--- config.mk ---
export PLATFORM = sky130hd
export DESIGN_NAME = gpu_cmd_queue
export DESIGN_NICKNAME = d
export VERILOG_FILES = /design/src/rtl/gpu_cmd_queue.sv
export SDC_FILE = /design/constraint.sdc
export NUM_CORES = 1
export LEC_CHECK = 0
export ABC_AREA = 1
export CORE_MARGIN = 4
export CORE_UTILIZATION = 50
export DETAILED_ROUTE_END_ITERATION = 12
export PLACE_DENSITY_LB_ADDON = 0.05
export SYNTH_ARGS = -nofsm -noshare
export SYNTH_HDL_FRONTEND = slang
export SYNTH_SLANG_ARGS = --single-unit
--- constraint.sdc ---
create_clock -name clk -period 3.4 [get_ports clk]
set_clock_uncertainty 0.05 [all_clocks]
set_input_delay 0.34 -clock clk [delete_from_list [all_inputs] [get_ports clk]]
set_output_delay 0.34 -clock clk [all_outputs]
set_load 0.1 [all_outputs]
--- src/rtl/gpu_cmd_queue.sv ---
// rtl/gpu_cmd_queue.sv - FIFO-buffered draw-command issue queue feeding the rasterizer
package gpu_cmd_pkg;
  typedef logic [1:0] raster_command_t;
endpackage

module gpu_cmd_queue
  import gpu_cmd_pkg::*;
#(
  parameter int DEPTH = 8
) (
  input  logic                     clk,
  input  logic                     n_rst_async,
  input  logic                     push_valid,
  output logic                     push_ready,
  input  raster_command_t          push_command,
  input  logic [7:0]               push_x0,
  input  logic [7:0]               push_y0,
  input  logic [7:0]               push_x1,
  input  logic [7:0]               push_y1,
  input  logic [2:0]               push_colour,
  input  logic                     flush,
  output logic [$clog2(DEPTH):0]   count,
  output logic                     idle,
  output raster_command_t          gpu_command,
  output logic [7:0]               gpu_x0,
  output logic [7:0]               gpu_y0,
  output logic [7:0]               gpu_x1,
  output logic [7:0]               gpu_y1,
  output logic [2:0]               gpu_colour,
  output logic                     gpu_execute_request,
  input  logic                     gpu_busy
);
  localparam int AW = $clog2(DEPTH);
  localparam int CW = AW + 1;

  typedef struct packed {
    raster_command_t command;
    logic [7:0]      x0;
    logic [7:0]      y0;
    logic [7:0]      x1;
    logic [7:0]      y1;
    logic [2:0]      colour;
  } entry_t;

  typedef enum logic [1:0] {S_IDLE, S_REQ, S_ACK, S_DONE} state_t;

  state_t          state, state_nxt;
  entry_t          mem [DEPTH];
  entry_t          wr_entry;
  entry_t          gpu_q;
  logic [AW-1:0]   wr_ptr, rd_ptr;
  logic [CW-1:0]   count_q;
  logic            req_q;
  logic            do_push;
  logic            do_pop;

  assign wr_entry   = '{command: push_command, x0: push_x0, y0: push_y0,
                        x1: push_x1, y1: push_y1, colour: push_colour};
  assign push_ready = (count_q != CW'(DEPTH));
  // flush beats a simultaneous push; a pop from the already-loaded head still goes out
  assign do_push    = push_valid & push_ready & ~flush;
  assign do_pop     = (state == S_IDLE) && (count_q != '0) && !gpu_busy;

  assign count               = count_q;
  assign idle                = (state == S_IDLE) && (count_q == '0) && !gpu_busy;
  assign gpu_execute_request = req_q;
  assign gpu_command         = gpu_q.command;
  assign gpu_x0              = gpu_q.x0;
  assign gpu_y0              = gpu_q.y0;
  assign gpu_x1              = gpu_q.x1;
  assign gpu_y1              = gpu_q.y1;
  assign gpu_colour          = gpu_q.colour;

  // Command storage; deliberately not reset
  always_ff @(posedge clk) begin
    if (do_push) begin
      mem[wr_ptr] <= wr_entry;
    end
  end

  // Pointers and occupancy count
  always_ff @(posedge clk or negedge n_rst_async) begin
    if (!n_rst_async) begin
      wr_ptr  <= '0;
      rd_ptr  <= '0;
      count_q <= '0;
    end else if (flush) begin
      wr_ptr  <= '0;
      rd_ptr  <= '0;
      count_q <= '0;
    end else begin
      if (do_push) wr_ptr <= wr_ptr + AW'(1);
      if (do_pop)  rd_ptr <= rd_ptr + AW'(1);
      case ({do_push, do_pop})
        2'b10:   count_q <= count_q + CW'(1);
        2'b01:   count_q <= count_q - CW'(1);
        default: count_q <= count_q;
      endcase
    end
  end

  // Issue registers: operands latched at pop, strobe high for the REQ cycle only
  always_ff @(posedge clk or negedge n_rst_async) begin
    if (!n_rst_async) begin
      gpu_q <= '0;
      req_q <= 1'b0;
    end else begin
      req_q <= do_pop;
      if (do_pop) gpu_q <= mem[rd_ptr];
    end
  end

  // FSM state register
  always_ff @(posedge clk or negedge n_rst_async) begin
    if (!n_rst_async) state <= S_IDLE;
    else              state <= state_nxt;
  end

  // FSM next state; busy is ignored in ACK while the rasterizer latches
  always_comb begin
    state_nxt = state;
    case (state)
      S_IDLE:  if (do_pop) state_nxt = S_REQ;
      S_REQ:   state_nxt = S_ACK;
      S_ACK:   state_nxt = S_DONE;
      S_DONE:  if (!gpu_busy) state_nxt = S_IDLE;
      default: state_nxt = S_IDLE;
    endcase
  end
endmodule

Word-level counts from Yosys, hierarchy flattened:

Memory sizes are Yosys's and may differ from the RTL's. A register that Yosys moved wholly into a read port is not among the register bits.
Cells that the tools add are included.
Widths: inputs -> output; s select.

* $add $sub $neg: 4
* equality and inequality tests: 8
* mux-type cells: 11
* bitwise operators: 3
* reductions and logical operators: 13

Operators with widths (number)
* $mux 3: 4
* $pmux 2 s4: 1
* $pmux 4 s2: 1
* $add 3x1->3 const B: 2
* $eq 2x2->1 const B: 3
* $add 4x1->4 const B: 1
* $eq 2x1->1 const B: 2
* $logic_and 1x1->1: 4
* $logic_not 4->1: 1
* $mux 2: 2
* $mux 4: 1
* $ne 2x2->1 const B: 2
* $ne 4x4->1 const B: 1
* $reduce_bool 2->1: 2
* $reduce_bool 4->1: 1
* $sub 4x1->4 const B: 1
* $reduce_bool 3->1: 1
* $and 1x1->1: 2
* $logic_not 1->1: 2
* $logic_not 2->1: 1
* $mux 1: 2
* $reduce_and 2->1: 1
* $not 1->1: 1

* register bits: 13
* RAM bits: 296
* input port bits: 42
* output and inout port bits: 44
* word-level logic and storage cells: 45
* memories: 1

Memories
* mem: words 8, width 37, rd ports 1, clocked after Yosys merged registers in 1, write ports 1, RTL line 48 `entry_t mem [DEPTH];`

Longest topological paths before layout:

Gate-level depths: netlist of the first run.

* depth after elaboration: 6
* gate-level depth with buffers: 14
* depth with buffers taken out: 14

Least setup slack after synthesis of the first run:

OpenSTA, ideal clock, no wires.

* kind: register to register
* start point: reg count_q[1], in the netlist count[1]
* end point: mem mem[0][0] (netlist bit), enable pin
* library setup time: 431 ps
* arrival: 3607 ps
* data required time: 2919 ps
* setup slack: -688 ps
* stages on the path, launching flop included: 7
* buffers on the path: 0
* clock period less this slack: 4088 ps
* cells stage by stage: dfrtp_1 nor2_2 nand2_2 nand3_2 inv_1 nand2_1 nor2_1

* word-level cells in the longest chain between the ends: 5

RTL lines
* start: declaration: RTL line 52 `logic [CW-1:0] count_q;`
* start signal: assignment: RTL line 95 `2'b10: count_q <= count_q + CW'(1);`
* start signal: assignment: RTL line 96 `2'b01: count_q <= count_q - CW'(1);`
* start signal: assignment: RTL line 97 `default: count_q <= count_q;`
* $ne 4x4->1: RTL line 59 `assign push_ready = (count_q != CW'(DEPTH));`
* net push_ready: RTL line 14 `output logic push_ready,`
* $and 1x1->1 (2 in a row): RTL line 61 `assign do_push = push_valid & push_ready & ~flush;`
* $mux 1: RTL line 76 `if (do_push) begin`
* $mux 1 (not written as such): RTL line 77 `mem[wr_ptr] <= wr_entry;`
* end: declaration: RTL line 48

The timed path passes the listed nets, and every way through them passes these cells.

Worst setup path after layout of the first run:

* start point: reg count_q[0], in the netlist count[0]
* end point: out push_ready

* word-level cells in the longest chain between the ends: 1

RTL lines (RTL line)
* $ne 4x4->1: 59
* end: declaration: 14

No other way between the ends.

==> flow_summary.ini, run 1 <==
[cells_and_area]
final_layout_fill_cell_count = 2058
seqCellArea_um2 = 10150
finalCoreUtilization = 0.6016
drive_above_1_share = 0.08543
finish.net_count = 1136
insertedDiodeCount = 0
area_taken_by_multi_input_logic_gates_um2 = 2904
syn_to_final_growth_pct = 17.98
design_area_um2 = 15770

[run_status]
outcome = finished, final reports clean

[synth]
synth_cell_types = 25
syn_area_um2 = 13360
synth_warnings = 0
postSynthNetCount = 1053
avgSynthCellArea_um2 = 13.32
synth.top_cells.by_area = sky130_fd_sc_hd__edfxtp_1, sky130_fd_sc_hd__dfrtp_1, sky130_fd_sc_hd__o21ai_0
ys_seq_area_frac = 0.7587
synth_top_area_share = 0.6651
synth_async_sr_flop_share = 0.1445
post-synth-top-area-cell = sky130_fd_sc_hd__edfxtp_1
ys_ff_latch = 346
synth_top_flop_cell = sky130_fd_sc_hd__edfxtp_1
syn_inst = 1003
synth-edff-count = 296

[worst_setup_path]
crit_required_ns = 3.01
critical_path.max_fanout = 6
worstSetupPathType = reg2out
critPathCaptureType = output port
cp-start-kind = flip-flop
crit_arrival_ns = 2.32
worst_setup_path_startpoint = count[0]
worst_r2r_startpoint = state[0]

[place]
placement.cell_area_um2 = 14630
gp_congestion = 0.7807
detailed_placement_hpwl_mm = 15.85
port-buffer-count = 85

[global_route]
number_of_global_route_vias_before_repair = 8071
global_route.usage.met2 = 0.3231
globalRouteOverflowTotal = 0
grt.busiest_layer = met2
total_routing_resource_utilization_after_global_routing = 0.2040
grt_use_met3 = 0.03080
grt_start_max_net_pins = 150
grt_antenna_before_repair = 0
grt_pass1_wl_mm = 46.45
globalRouteMet1Util = 0.3013

[sta]
layout_min_cycle_time_ns = 2.709
maxSlewHeadroom = 0.3413
rsz0062_at_grt = no
totalNegativeSetupSlack_ns = 0
worstMarginPinSlew_ns = 0.9849
maxClockFrequency_ghz = 0.3691
timing_max_transition_violations_final = 0
setup_viol = 0
timing_hold_violations_final = 0
finalCritPeriodShare = 0.7968

[route]
drt_iter0_markers = 696
drt_first_pass_iters = 6
drcViolationCount = 0
drtAntennaViolNets = 0
num_vias = 8236
via_per_inst = 5.692
routed_wire_length_per_instance_um = 20.49
wirelength_mm = 29.65

[clock_network]
clock_insertion_delay_worst_skew_ns = 0.50
cts_root_buf = sky130_fd_sc_hd__clkbuf_16
htree_num_levels = 2
path_clk_slew_ns = 0.06
tritoncts = yes
clock_sink_count = 346
post-cts-setup-buffer-count = 0
numCtsBuffers = 37
max-clock-path-buffers = 3
cts_resized = 0

[die]
rows = 59
floorplan.io_pins = 86
dieArea_um2 = 29410
die_ht_um = 171.5
core_region_area_um2 = 26210
initial_core_util = 0.5100
die-width_um = 171.5

[flow_run]
max_cap_check_violation_count = 0

[power_and_ir_drop]
peakVddDrop_v = 0.0005379
power.density_nw_per_um2 = 787.1
totalPowerFinal_mw = 12.41
cellLeakagePower_nw = 5.517

[hold_path]
hold_removal_path_class = in2reg
min_from = flush
## final timing paths
kind	endpoint	slack (ns)	depth (start not counted)
worst max-delay path	push_ready	0.69	3
worst min-delay path	rd_ptr[1]	0.37	2
worst max register to register	count[3]	1.09	13
worst min register to register	gpu_y0[4]	0.43	2
max in group asynchronous	rd_ptr[0]	2.04	3
min in group asynchronous	gpu_command[0]	0.40	2
## through the flow
stage / instances / hold WS, ns / setup WS [ns]
after floorplan: 1003 / -0.005591 / -0.1213
after global placement: 1381 / 0.4139 / 0.8636
after detailed placement: 1381 / 0.4150 / 0.8399
after CTS: 1447 / 0.3460 / 0.6565
after global routing: 1447 / 0.3652 / 0.5820
final: 1447 / 0.3674 / 0.6909
## where the power goes
part,switching (mW),internal [mW]
registers,0.165,4.94
logic,2.74,0.841
clock network,1.51,2.21
## placed cells by master (no fill, tap or decap), types with 3 or more instances in the layout
master / count
sky130_fd_sc_hd__o22ai_1: 16
sky130_fd_sc_hd__o221ai_1: 58
sky130_fd_sc_hd__dfrtp_1: 47
sky130_fd_sc_hd__clkinv_1: 5
sky130_fd_sc_hd__a21oi_1: 5
sky130_fd_sc_hd__inv_1: 19
sky130_fd_sc_hd__o21ai_1: 10
sky130_fd_sc_hd__clkinv_2: 8
sky130_fd_sc_hd__clkbuf_1: 9
sky130_fd_sc_hd__clkbuf_16: 37
sky130_fd_sc_hd__buf_4: 18
sky130_fd_sc_hd__nor2_1: 161
sky130_fd_sc_hd__nor2_4: 8
sky130_fd_sc_hd__clkbuf_8: 3
sky130_fd_sc_hd__edfxtp_1: 296
sky130_fd_sc_hd__nand2_1: 98
sky130_fd_sc_hd__clkdlybuf4s50_1: 83
sky130_fd_sc_hd__buf_12: 5
sky130_fd_sc_hd__o21ai_0: 162
sky130_fd_sc_hd__inv_2: 3
sky130_fd_sc_hd__nand3_1: 35
sky130_fd_sc_hd__ha_1: 8
## kinds of logic (layout without fill, tap and decap cells)
group,after synthesis,count (layout),synth area share
AND/OR/NAND/NOR,308,308,0.09110
adder cells (fa/ha/maj),8,8,0.007490
AO/OA/AOI/OAI,253,253,0.1136
buffers and inverters,87,196,0.02846
XOR/XNOR,1,1,0.0006555
flip-flops,346,346,0.7587
## sequential cells by signal, indices dropped and copies added, names as in the netlist, 4 cells and up
register  cells
gpu_x0        8
mem         296
count         4
gpu_y0        8
gpu_x1        8
gpu_y1        8
## per-layer routing
layer / routed length (µm) / share of wire
met5: 0 / 0
met3: 1521 / 0.051
met1: 13860 / 0.47
met2: 13700 / 0.46
met4: 571 / 0.019
## cells in the mapped netlist (7+ instances only)
| master | count |
|---|---|
| sky130_fd_sc_hd__o21ai_1 | 10 |
| sky130_fd_sc_hd__nor2_1 | 169 |
| sky130_fd_sc_hd__edfxtp_1 | 296 |
| sky130_fd_sc_hd__clkbuf_1 | 35 |
| sky130_fd_sc_hd__nand3_1 | 35 |
| sky130_fd_sc_hd__o221ai_1 | 58 |
| sky130_fd_sc_hd__o21ai_0 | 162 |
| sky130_fd_sc_hd__buf_2 | 20 |
| sky130_fd_sc_hd__dfrtp_1 | 50 |
| sky130_fd_sc_hd__o22ai_1 | 16 |
| sky130_fd_sc_hd__buf_4 | 7 |
| sky130_fd_sc_hd__ha_1 | 8 |
| sky130_fd_sc_hd__nand2_1 | 98 |
| sky130_fd_sc_hd__inv_1 | 21 |
## cell type report
cell class                 count  share of cell area
clock buffer                  49             0.06349
clock inverter                16            0.008015
inverter                      23            0.005634
multi-input combinational    570              0.1842
sequential                   346              0.6435
tap                          335             0.02659
timing repair buffer         108             0.06857
## what timing repair did
| item | 4_1_cts | 5_1_grt |
|---|---|---|
| endpoints found under the hold margin | 28 | 0 |
| hold buffers | 1 | 0 |
| endpoints found under the setup margin | 0 | 0 |
## critical path, stage by stage, from the launching register on
cell	delay (ns)
sky130_fd_sc_hd__dfrtp_1	0.46
sky130_fd_sc_hd__nor2_2	0.10
sky130_fd_sc_hd__nand2_2	0.11
sky130_fd_sc_hd__clkdlybuf4s50_1	1.14
(Power assumes the default switching activity.)
==> run 2, diff against run 1 <==
==> constraint.sdc (replaced) <==
create_clock -name clk -period 2.3 [get_ports clk]
set_clock_uncertainty 0.05 [all_clocks]
set_input_delay 0.23 -clock clk [delete_from_list [all_inputs] [get_ports clk]]
set_output_delay 0.23 -clock clk [all_outputs]
set_load 0.1 [all_outputs]
==> flow_summary.ini, run 2 (same netlist as run 1, synthesis figures left out) <==
[run_status]
outcome = finished, final reports clean

[sta]
maxSlewHeadroom = 0.5654
totalNegativeSetupSlack_ns = 0
rsz0062_at_grt = no
timing_hold_violations_final = 0
timing_max_transition_violations_final = 0
layout_min_cycle_time_ns = 2.036
setup_viol = 0
maxClockFrequency_ghz = 0.4912
worst_hold_slack_ns = 0.1887
worstMarginPinSlew_ns = 0.6518
finalCritPeriodShare = 0.8852
fin_ws_ns = 0.2642

[worst_setup_path]
worst_r2r_startpoint = state[0]
worstSetupPathType = reg2reg
slowest_delay_ns = 0.38
cp-start-kind = flip-flop
crit_arrival_ns = 2.37
critical_path_cell_by_cell = inv_1, ha_1, nand2_1, a21oi_4, buf_12, inv_2, nand2_1, nand2_1, nand2_1, inv_1, nand3_1, nand2_1
r2r_end = count[3]
ff2ff_path_depth = 12
cp_common_cell = sky130_fd_sc_hd__nand2_1
crit_required_ns = 2.64
r2r_setup_slack_ns = 0.26
crit_path_top_delay_cell = sky130_fd_sc_hd__dfrtp_1
critPathCaptureType = flip-flop
critical_path.max_fanout = 40

[power_and_ir_drop]
cellLeakagePower_nw = 5.718
peakVddDrop_v = 0.0007457
totalPowerFinal_mw = 18.73
power.density_nw_per_um2 = 1164

[cells_and_area]
seqCellArea_um2 = 10160
top_register = mem
area_taken_by_multi_input_logic_gates_um2 = 2973
syn_to_final_growth_pct = 20.45
final_layout_fill_cell_count = 2047
insertedDiodeCount = 0
drive_above_1_share = 0.1426
most-common-layout-cells = sky130_fd_sc_hd__edfxtp_1, sky130_fd_sc_hd__o21ai_0, sky130_fd_sc_hd__nor2_1
mostFrequentLayoutCell = sky130_fd_sc_hd__edfxtp_1
largest_register_ffs = 296
finish.net_count = 1146
design_area_um2 = 16100

[global_route]
grt_antenna_before_repair = 0
grt_start_max_net_pins = 150
total_routing_resource_utilization_after_global_routing = 0.2037
globalRouteOverflowTotal = 0
grt_pass1_wl_mm = 46.30
number_of_global_route_vias_before_repair = 8152

[place]
gp_congestion = 0.7542
placement.setup.worst_slack_ns = 0.2054
placement.cell_area_um2 = 14880
detailed_placement_hpwl_mm = 16.05
port-buffer-count = 85

[flow_run]
max_cap_check_violation_count = 0

[clock_network]
htree_num_levels = 2
tritoncts = yes
max-clock-path-buffers = 3
cts_root_buf = sky130_fd_sc_hd__clkbuf_16
clock_sink_count = 346
clock_insertion_delay_worst_skew_ns = 0.50
path_clk_slew_ns = 0.06
cts_resized = 0
numCtsBuffers = 36
cts_hold_repair.buffers = 1
post-cts-setup-buffer-count = 0

[die]
rows = 59
initial_core_util = 0.5100
dieArea_um2 = 29410
die_ht_um = 171.5
core_region_area_um2 = 26210
floorplan.io_pins = 86
die-width_um = 171.5

[route]
via_per_inst = 5.660
drcViolationCount = 0
num_vias = 8247
drtAntennaViolNets = 0
wirelength_mm = 29.13
routed_wire_length_per_instance_um = 19.99
drt_first_pass_iters = 4
drt_iter0_markers = 724

[hold_path]
hold_removal_path_class = in2async
## run 2: final cells by class
| cell class | count | area share |
|---|---|---|
| clock buffers | 43 | 0.06079 |
| clock inverters | 21 | 0.01399 |
| inverters | 23 | 0.005985 |
| multi-input cells | 570 | 0.1847 |
| flip-flops and latches | 346 | 0.6312 |
| well taps | 335 | 0.02604 |
| repair buffers | 119 | 0.07726 |
## run 2: how the worst max path moves through the flow
stage	to	slack (ns)	depth (start not counted)	from
floorplan	mem[0][0]	-0.04	7	count[3]
global placement	count[3]	0.23	13	flush
detailed placement	count[3]	0.21	13	flush
CTS	count[3]	0.27	12	state[0]
global route	count[3]	0.06	12	state[0]
finish	count[3]	0.26	12	state[0]
## run 2: layer usage
layer	vias to the layer above	wire, µm	GRT usage
met1	4106	13660	0.3025
met3	47	1320	0.03034
met4	0	491	0.04444
li1	3893	-	-
met2	201	13660	0.3250
met5	-	0	0
## run 2: worst max-delay path: cells and delay by family, from the launching register on
| kind | cells | cell delay (ns) |
|---|---|---|
| AOI/OAI and AO/OA | 1 | 0.21 |
| buffers and inverters | 4 | 0.60 |
| DFF | 1 | 0.38 |
| adders and majority gates | 1 | 0.18 |
| and+or+nand+nor | 6 | 0.51 |
## run 2: where the power goes
group          internal [mW]  leakage (nW)  switching, mW  total [mW]
logic                   1.24          1.83           4.06        5.30
clock network           3.59         0.590           2.26        5.85
registers               7.32          3.30          0.267        7.59
total                   12.1          5.72           6.59        18.7
## run 2: stage by stage
stage | utilization | instances
3_5_place_dp | 0.5679 | 1392
3_3_place_gp | 0.5679 | 1392
4_1_cts | 0.6142 | 1457
5_1_grt | 0.6142 | 1457
6_report | 0.6142 | 1457
2_1_floorplan | - | 1003
